**src/rtl/multi_pulse_stretcher_if.sv**
```systemverilog
// Control and status bundle for multi_pulse_stretcher.
// The master drives the trigger side and the slave (the stretcher) drives the pulses.
interface multi_pulse_stretcher_if #(
  parameter int unsigned CHANNELS = 4,
  parameter int unsigned WIDTH    = 16
);
  logic                clear;
  logic [WIDTH-1:0]    len;
  logic [CHANNELS-1:0] retrig;
  logic [CHANNELS-1:0] in;
  logic [CHANNELS-1:0] out;
  logic                busy;

  modport master (
    output clear,
    output len,
    output retrig,
    output in,
    input  out,
    input  busy
  );

  modport slave (
    input  clear,
    input  len,
    input  retrig,
    input  in,
    output out,
    output busy
  );
endinterface

```
**src/rtl/multi_pulse_stretcher.sv**
```systemverilog
// Multi-channel pulse stretcher with optional retrigger and a forced low gap.
// Each channel turns a synchronous trigger into a registered pulse of len cycles
// (len = 0 means 2^WIDTH). When GAP > 0, each pulse is followed by GAP forced-low cycles.
module multi_pulse_stretcher #(
  parameter int unsigned CHANNELS = 4,
  parameter int unsigned WIDTH    = 16,
  parameter int unsigned GAP      = 0
) (
  input logic                    clk,
  input logic                    rst,
  multi_pulse_stretcher_if.slave bus
);

  typedef enum logic [1:0] {StIdle, StActive, StGap} state_e;

  localparam bit               HasGap  = (GAP != 0);
  localparam logic [WIDTH-1:0] GapLoad = WIDTH'(GAP);
  localparam logic [WIDTH-1:0] One     = WIDTH'(1);

  state_e              state_q [CHANNELS];
  logic [WIDTH-1:0]    cnt_q   [CHANNELS];
  logic [WIDTH-1:0]    gcnt_q  [CHANNELS];
  logic [CHANNELS-1:0] out_q;
  logic                busy_q;

  logic [CHANNELS-1:0] stay_busy;
  logic                any_busy;

  // Per-channel "not IDLE after this edge" flags that feed the registered busy.
  always_comb begin
    stay_busy = '0;
    any_busy  = 1'b0;
    for (int c = 0; c < CHANNELS; c++) begin
      any_busy = any_busy | (state_q[c] != StIdle);
      case (state_q[c])
        StIdle:   stay_busy[c] = bus.in[c];
        StActive: stay_busy[c] = HasGap || (bus.retrig[c] && bus.in[c]) || (cnt_q[c] != One);
        StGap:    stay_busy[c] = (gcnt_q[c] != One);
        default:  stay_busy[c] = 1'b0;
      endcase
    end
  end

  // Per-channel FSMs with registered pulse outputs and the shared busy flag.
  always_ff @(posedge clk or posedge rst) begin
    if (rst) begin
      for (int c = 0; c < CHANNELS; c++) begin
        state_q[c] <= StIdle;
        cnt_q[c]   <= '0;
        gcnt_q[c]  <= '0;
      end
      out_q  <= '0;
      busy_q <= 1'b0;
    end else begin
      for (int c = 0; c < CHANNELS; c++) begin
        if (bus.clear) begin
          state_q[c] <= StIdle;
          out_q[c]   <= 1'b0;
        end else begin
          case (state_q[c])
            StIdle: begin
              if (bus.in[c]) begin
                state_q[c] <= StActive;
                cnt_q[c]   <= bus.len;
                out_q[c]   <= 1'b1;
              end
            end
            StActive: begin
              if (bus.retrig[c] && bus.in[c]) begin
                cnt_q[c] <= bus.len;
              end else if (cnt_q[c] == One) begin
                out_q[c] <= 1'b0;
                if (HasGap) begin
                  state_q[c] <= StGap;
                  gcnt_q[c]  <= GapLoad;
                end else begin
                  state_q[c] <= StIdle;
                end
              end else begin
                // A load of 0 wraps through all-ones, giving 2^WIDTH high cycles.
                cnt_q[c] <= cnt_q[c] - One;
              end
            end
            StGap: begin
              // Triggers are dropped here, not queued.
              if (gcnt_q[c] == One) begin
                state_q[c] <= StIdle;
              end else begin
                gcnt_q[c] <= gcnt_q[c] - One;
              end
            end
            default: begin
              state_q[c] <= StIdle;
              out_q[c]   <= 1'b0;
            end
          endcase
        end
      end
      // On clear, busy reflects the channels as they were and drops one edge later.
      busy_q <= bus.clear ? any_busy : (|stay_busy);
    end
  end

  assign bus.out  = out_q;
  assign bus.busy = busy_q;

endmodule

```
**src/flat_wrapper.sv**
```systemverilog
// flat-port wrapper written by rule: the top's interface ports become plain ports
module multi_pulse_stretcher_flat 
#(
  parameter int unsigned CHANNELS = 4,
  parameter int unsigned WIDTH    = 16,
  parameter int unsigned GAP      = 0
)
  (clk, rst, bus_clear, bus_len, bus_retrig, bus_in, bus_out, bus_busy);
  multi_pulse_stretcher_if #(.CHANNELS(CHANNELS), .WIDTH(WIDTH)) bus_i ();
  input logic clk;
  input logic rst;
  input wire logic [$bits(bus_i.clear)-1:0] bus_clear;
  input wire logic [$bits(bus_i.len)-1:0] bus_len;
  input wire logic [$bits(bus_i.retrig)-1:0] bus_retrig;
  input wire logic [$bits(bus_i.in)-1:0] bus_in;
  output wire logic [$bits(bus_i.out)-1:0] bus_out;
  output wire logic [$bits(bus_i.busy)-1:0] bus_busy;
  assign bus_i.clear = bus_clear;
  assign bus_i.len = bus_len;
  assign bus_i.retrig = bus_retrig;
  assign bus_i.in = bus_in;
  assign bus_out = bus_i.out;
  assign bus_busy = bus_i.busy;
  multi_pulse_stretcher #(.CHANNELS(CHANNELS), .WIDTH(WIDTH), .GAP(GAP)) u_core (.clk(clk), .rst(rst), .bus(bus_i));
endmodule
```
**config.mk**
```make
export PLATFORM = sky130hd
export DESIGN_NAME = multi_pulse_stretcher_flat
export DESIGN_NICKNAME = d
export VERILOG_FILES = /design/src/rtl/multi_pulse_stretcher_if.sv /design/src/rtl/multi_pulse_stretcher.sv /design/src/flat_wrapper.sv
export SDC_FILE = /design/constraint.sdc
export NUM_CORES = 1
export LEC_CHECK = 0
export CAP_MARGIN = 20
export CORE_MARGIN = 2
export CORE_UTILIZATION = 40
export DETAILED_ROUTE_END_ITERATION = 6
export HOLD_SLACK_MARGIN = 0.05
export SYNTH_ARGS = -nofsm -noshare
export SYNTH_HDL_FRONTEND = slang
export SYNTH_SLANG_ARGS = --single-unit
```
**constraint.sdc**
```tcl
create_clock -name clk -period 6.9 [get_ports clk]
set_input_delay 2.07 -clock clk [delete_from_list [all_inputs] [get_ports clk]]
set_output_delay 2.07 -clock clk [all_outputs]
set_load 0.05 [all_outputs]
```
; Word-level counts from Yosys, hierarchy flattened
; Cells that the tools add are included.
; W data, S select, Z words.
[totals]
reg_bits = 141
in_bits = 27
output_inout_bits = 5
word_cells = 187
[op_classes]
addsub = 8
n_eq_ne = 52
muxes = 65
bitwise = 8
n_reduce_logical = 37
[ops]
columns = operator, n
row1 = $mux W16, 12
row2 = $eq A16 B1 Y1 const B, 8
row3 = $ne A16 B1 Y1 const B, 8
row4 = $pmux W16 S2, 4
row5 = $sub A16 B1 Y16 const B, 8
row6 = $reduce_and A4 Y1, 12
row7 = $mux W2, 20
row8 = $ne A3 B2 Y1 const B, 12
row9 = $ne A3 B3 Y1 const B, 8
row10 = $pmux W1 S3, 8
row11 = $pmux W2 S3, 4
row12 = $mux W1, 17
row13 = $ne A2 B2 Y1 const B, 8
row14 = $reduce_bool A2 Y1, 8
row15 = $reduce_and A3 Y1, 4
row16 = $eq A2 B1 Y1 const B, 4
row17 = $eq A2 B2 Y1 const B, 4
row18 = $logic_not A2 Y1, 4
row19 = $not A1 Y1, 5
row20 = $logic_and A1 B1 Y1, 4
row21 = $logic_or A1 B1 Y1, 4
row22 = $reduce_or A4 Y1, 1
row23 = $or A1 B1 Y1, 3

; Longest topological paths before layout
[depth]
word_depth = 5
mapped_depth = 9
ltp_nobuf = 8

; Worst setup path after synthesis
; No wires, ideal clock.
[synth_path]
path_type = in2reg
start = in bus_in[0]
end = reg u_core.cnt_q[49] in the netlist's numbering
setup_time_ns = 0.130
arrival_ns = 3.292
required_time_ns = 6.770
path_slack_ns = 3.478
cell_stages = 7
n_path_buf = 1
cell_sequence = a21boi_1 and4_1 a211o_1 inv_1 buf_2 o211ai_1 o21ai_0
[synth_via]
elab_chain_len = 3
elab_cells_between_ends = 6
cone_classes = eq/ne: 2 / mux: 2 / reduce/logical: 2
[synth_rtl]
columns = item, line
row1 = start: declaration, flat_wrapper.sv:15  ; input wire logic [$bits(bus_i.in)-1:0] bus_in;
row2 = $logic_and A1 B1 Y1, multi_pulse_stretcher.sv:69  ; if (bus.retrig[c] && bus.in[c]) begin
row3 = $ne A3 B2 Y1 (no source line) / $mux W16 (equally long branches), -
row4 = $reduce_and A4 Y1 (no source line) / $pmux W16 S2 (equally long branches), -
row5 = end signal: indexed assignment, multi_pulse_stretcher.sv:64  ; cnt_q[c] <= bus.len;
row6 = end signal: indexed assignment, multi_pulse_stretcher.sv:70  ; cnt_q[c] <= bus.len;
row7 = end signal: indexed assignment, multi_pulse_stretcher.sv:81  ; cnt_q[c] <= cnt_q[c] - One;
row8 = end: declaration, multi_pulse_stretcher.sv:21  ; logic [WIDTH-1:0] cnt_q [CHANNELS];
; Several ways; a longest one is shown, not always the timed one.
; A chain may end at the register's enable or synchronous reset.

; Worst setup path after layout
[layout_path]
start = in bus_in[3]
end = reg u_core.cnt_q[9] in the netlist's numbering
; The elaborated chain is that of the path after synthesis.

==> impl_metrics.py <==
metrics = {
    "grt": {
        "overflow": 0,
        "antenna_found_initial": 0,
        "grt_pass1_vias": 3969,
        "grt_use_total": 0.235,
        "grt_max_degree": 36,
        "grt_pass1_wl_microns": 21000,
    },
    "synth": {
        "synth_seq_cells": 69,
        "synthTopCellsByArea": "dfrtp_1 40%, a21oi_1 7.4%, o21ai_0 6.3%",
        "synth_area_leader_cell": "dfrtp_1",
        "ys_types": 56,
        "synthCells": 529,
        "synth_area_sq_um": 4340,
        "yosys-top-cells-count": "69 x dfrtp_1, 64 x a21oi_1, 55 x o21ai_0, 46 x nor2_1, 37 x nand2_1",
        "yosys.cell_count.top_type": "dfrtp_1",
        "synth-seq-area-share": 0.398,
        "synth_edf_count": 0,
        "synth_area_per_cell_sq_um": 8.20,
        "yosysWarnings": 0,
        "synthFlopType": "dfrtp_1",
        "async_flop_share": 1.00,
        "synth_top_area_frac": 0.398,
        "synth_nets": 564,
    },
    "placement": {
        "pre_cts_slack_ns": 2.23,
        "portBuffers": 31,
        "gp_congestion": 0.835,
        "hpwl_microns": 8460,
    },
    "clocking": {
        "clk_pin_slew_ns": 0.08,
        "ctsHtreeMaxLevel": 3,
        "ctsResizeCount": 0,
        "root_buffer": "clkbuf_8",
        "cts_buffers": 9,
        "post_cts_buffers": 0,
        "cts_hold_buf": 0,
        "clockBufferDepth": 2,
        "clock_latency_ns": 0.36,
        "tritoncts": "done",
        "cts.sinks": 69,
    },
    "detailed_routing": {
        "drt_iter0_markers": 266,
        "route.antenna.remaining_nets": 0,
        "remaining_drc_errors": 0,
        "wl_per_cell_microns": 18.8,
        "routed-via-count": 4188,
        "first_pass_iters": 5,
        "wl_microns": 12900,
        "avgViaCountPerCell": 6.10,
    },
    "pwr": {
        "peakVddDrop_uv": 181,
        "power_w": 0.00129,
        "powerDensity_nw_per_um2": 259,
        "p_leak_nw": 1.85,
    },
    "finish": {
        "multiInputGateArea_sq_um": 2400,
        "antenna_cells": 0,
        "nFillCells": 1054,
        "synthToLayoutAreaGrowth_pct": 14.6,
        "layout.nets": 576,
        "drive_above_1_share": 0.0586,
        "layout.area.seq_sq_um": 1730,
    },
    "critical_path": {
        "max_stage_delay_ns": 0.50,
        "cp.arrival_ns": 4.54,
        "critPathRequiredTime_ns": 7.12,
        "cp-start-kind": "input port",
        "slowest_stage": "a311o_1",
        "crit_fanout": 23,
        "cp_cell_sequence": "clkdlybuf4s50_1 -> a21bo_2 -> nor4_1 -> a311o_1 -> inv_1 -> a21oi_1 -> a21oi_1",
        "crit_family": "compound AO/OA/AOI/OAI gates",
        "cp_common_cell": "a21oi_1",
        "cp_num_buf_inv": 2,
        "crit_path_end_kind": "flop",
        "worstSetupPathType": "input port to flop",
    },
    "sta": {
        "finalSetupViolations": 0,
        "post-route-period-util": 0.626,
        "rsz0062_at_grt": "false",
        "slew_violations": 0,
        "fin_worst_skew_ns": 0.00902,
        "max_freq_mhz": 231,
        "slew_headroom": 0.390,
        "holdWs_ns": 0.517,
        "hold_viol_final": 0,
        "fin_ws_ns": 2.58,
        "period_needed_ns": 4.32,
        "tightestPinTransition_ns": 0.912,
        "fin_tns_setup_ns": 0,
    },
    "die": {
        "ioPinCount": 32,
        "initial_utilization": 0.405,
        "dieArea_sq_um": 11700,
        "die_w_microns": 108,
        "core_area_sq_um": 10700,
        "rows": 38,
        "die_y_microns": 108,
    },
    "hold_path": {
        "worstHoldPathType": "flop to flop",
    },
    "status": {
        "outcome": "finished, final reports clean",
    },
    "job": {
        "max_cap_viol_count": 0,
    },
}
==> worst register-to-register path, delay by kind of cell, from the launching register on <==
kind,cells,cell delay (ns)
simple gates,2,1.15
compound gates,3,0.89
flops,1,0.42
buf+inv,1,0.36
==> flip-flops by register name, indices dropped and copies added (netlist names) <==
name,count
u_core.bus.busy,1
u_core.bus.out,1
u_core.cnt_q,64
u_core.state_q,3
==> through the flow <==
stage	utilization	instance area [sq um]	std cells
CTS	0.463	4960	685
floorplan	-	4340	529
global route	0.465	4970	686
global placement	0.440	4710	669
detailed placement	0.440	4710	669
finish	0.465	4970	686
==> final cells by class <==
cell class	count	area share
clock buffers	9	0.0249
inverters	19	0.0143
repair buffers	35	0.0700
clock inverters	7	0.0247
well taps	140	0.0352
multi-input cells	407	0.484
flip-flops and latches	69	0.347
==> power breakdown <==
group | internal, W | switching, W | total, W | leakage, nW
registers | 0.000477 | 0.0000903 | 0.000567 | 0.814
logic | 0.000121 | 0.000181 | 0.000301 | 0.925
clock network | 0.000242 | 0.000177 | 0.000419 | 0.116
total | 0.000839 | 0.000448 | 0.00129 | 1.85
==> metal layers <==
metal,vias up,share of wire,track usage
met2,136,0.46,0.371
met4,0,0.023,0.0852
li1,2027,-,-
met3,19,0.062,0.0500
met1,2006,0.46,0.318
met5,-,0,0
==> cell usage in the layout, fill, tap and decap left out, types with 2 or more instances in the layout <==
cell type	count
bufinv_16	3
a21oi_1	64
nand3b_1	3
clkdlybuf4s50_1	31
buf_4	3
a31oi_1	8
or2_2	2
inv_1	18
o2bb2ai_1	3
nor2_1	46
o32ai_1	3
o31ai_1	14
nor3b_1	3
a21boi_0	3
clkinvlp_4	2
a2bb2oi_1	11
a211oi_1	6
or4_1	6
dfrtp_1	69
o22a_1	3
nand2_1	37
o211ai_1	4
nor4b_1	2
nor3_1	20
a41o_1	2
o21ai_0	55
nor2b_1	3
nand4_1	5
a22o_1	3
clkbuf_8	9
or3_1	3
nor4_1	14
o22ai_1	16
nand3_1	18
a22oi_1	13
ha_1	8
and2_1	3
nand2b_1	4
==> worst paths after layout <==
kind / slack (ns) / endpoint / cells after the start / start
min in group asynchronous: 2.16 / u_core.cnt_q[30]$_DFFE_PP0P_ / 2 / rst
min reg2reg: 0.52 / u_core.cnt_q[7]$_DFFE_PP0P_ / 1 / u_core.cnt_q[7]$_DFFE_PP0P_
min: 0.52 / u_core.cnt_q[7]$_DFFE_PP0P_ / 1 / u_core.cnt_q[7]$_DFFE_PP0P_
max: 2.58 / u_core.cnt_q[9]$_DFFE_PP0P_ / 7 / bus_in[3]
max in group asynchronous: 3.79 / u_core.cnt_q[36]$_DFFE_PP0P_ / 3 / rst
max reg2reg: 3.96 / u_core.cnt_q[49]$_DFFE_PP0P_ / 6 / u_core.cnt_q[56]$_DFFE_PP0P_
==> logic make-up after synthesis <==
group / Yosys count / share of synthesized area
AO/OA/AOI/OAI: 221 / 0.318
AND/OR/NAND/NOR: 178 / 0.212
flip-flops: 69 / 0.398
buffers and inverters: 53 / 0.0485
adder cells (fa/ha/maj): 8 / 0.0231
Note: power is estimated with default switching activity, not from simulation.
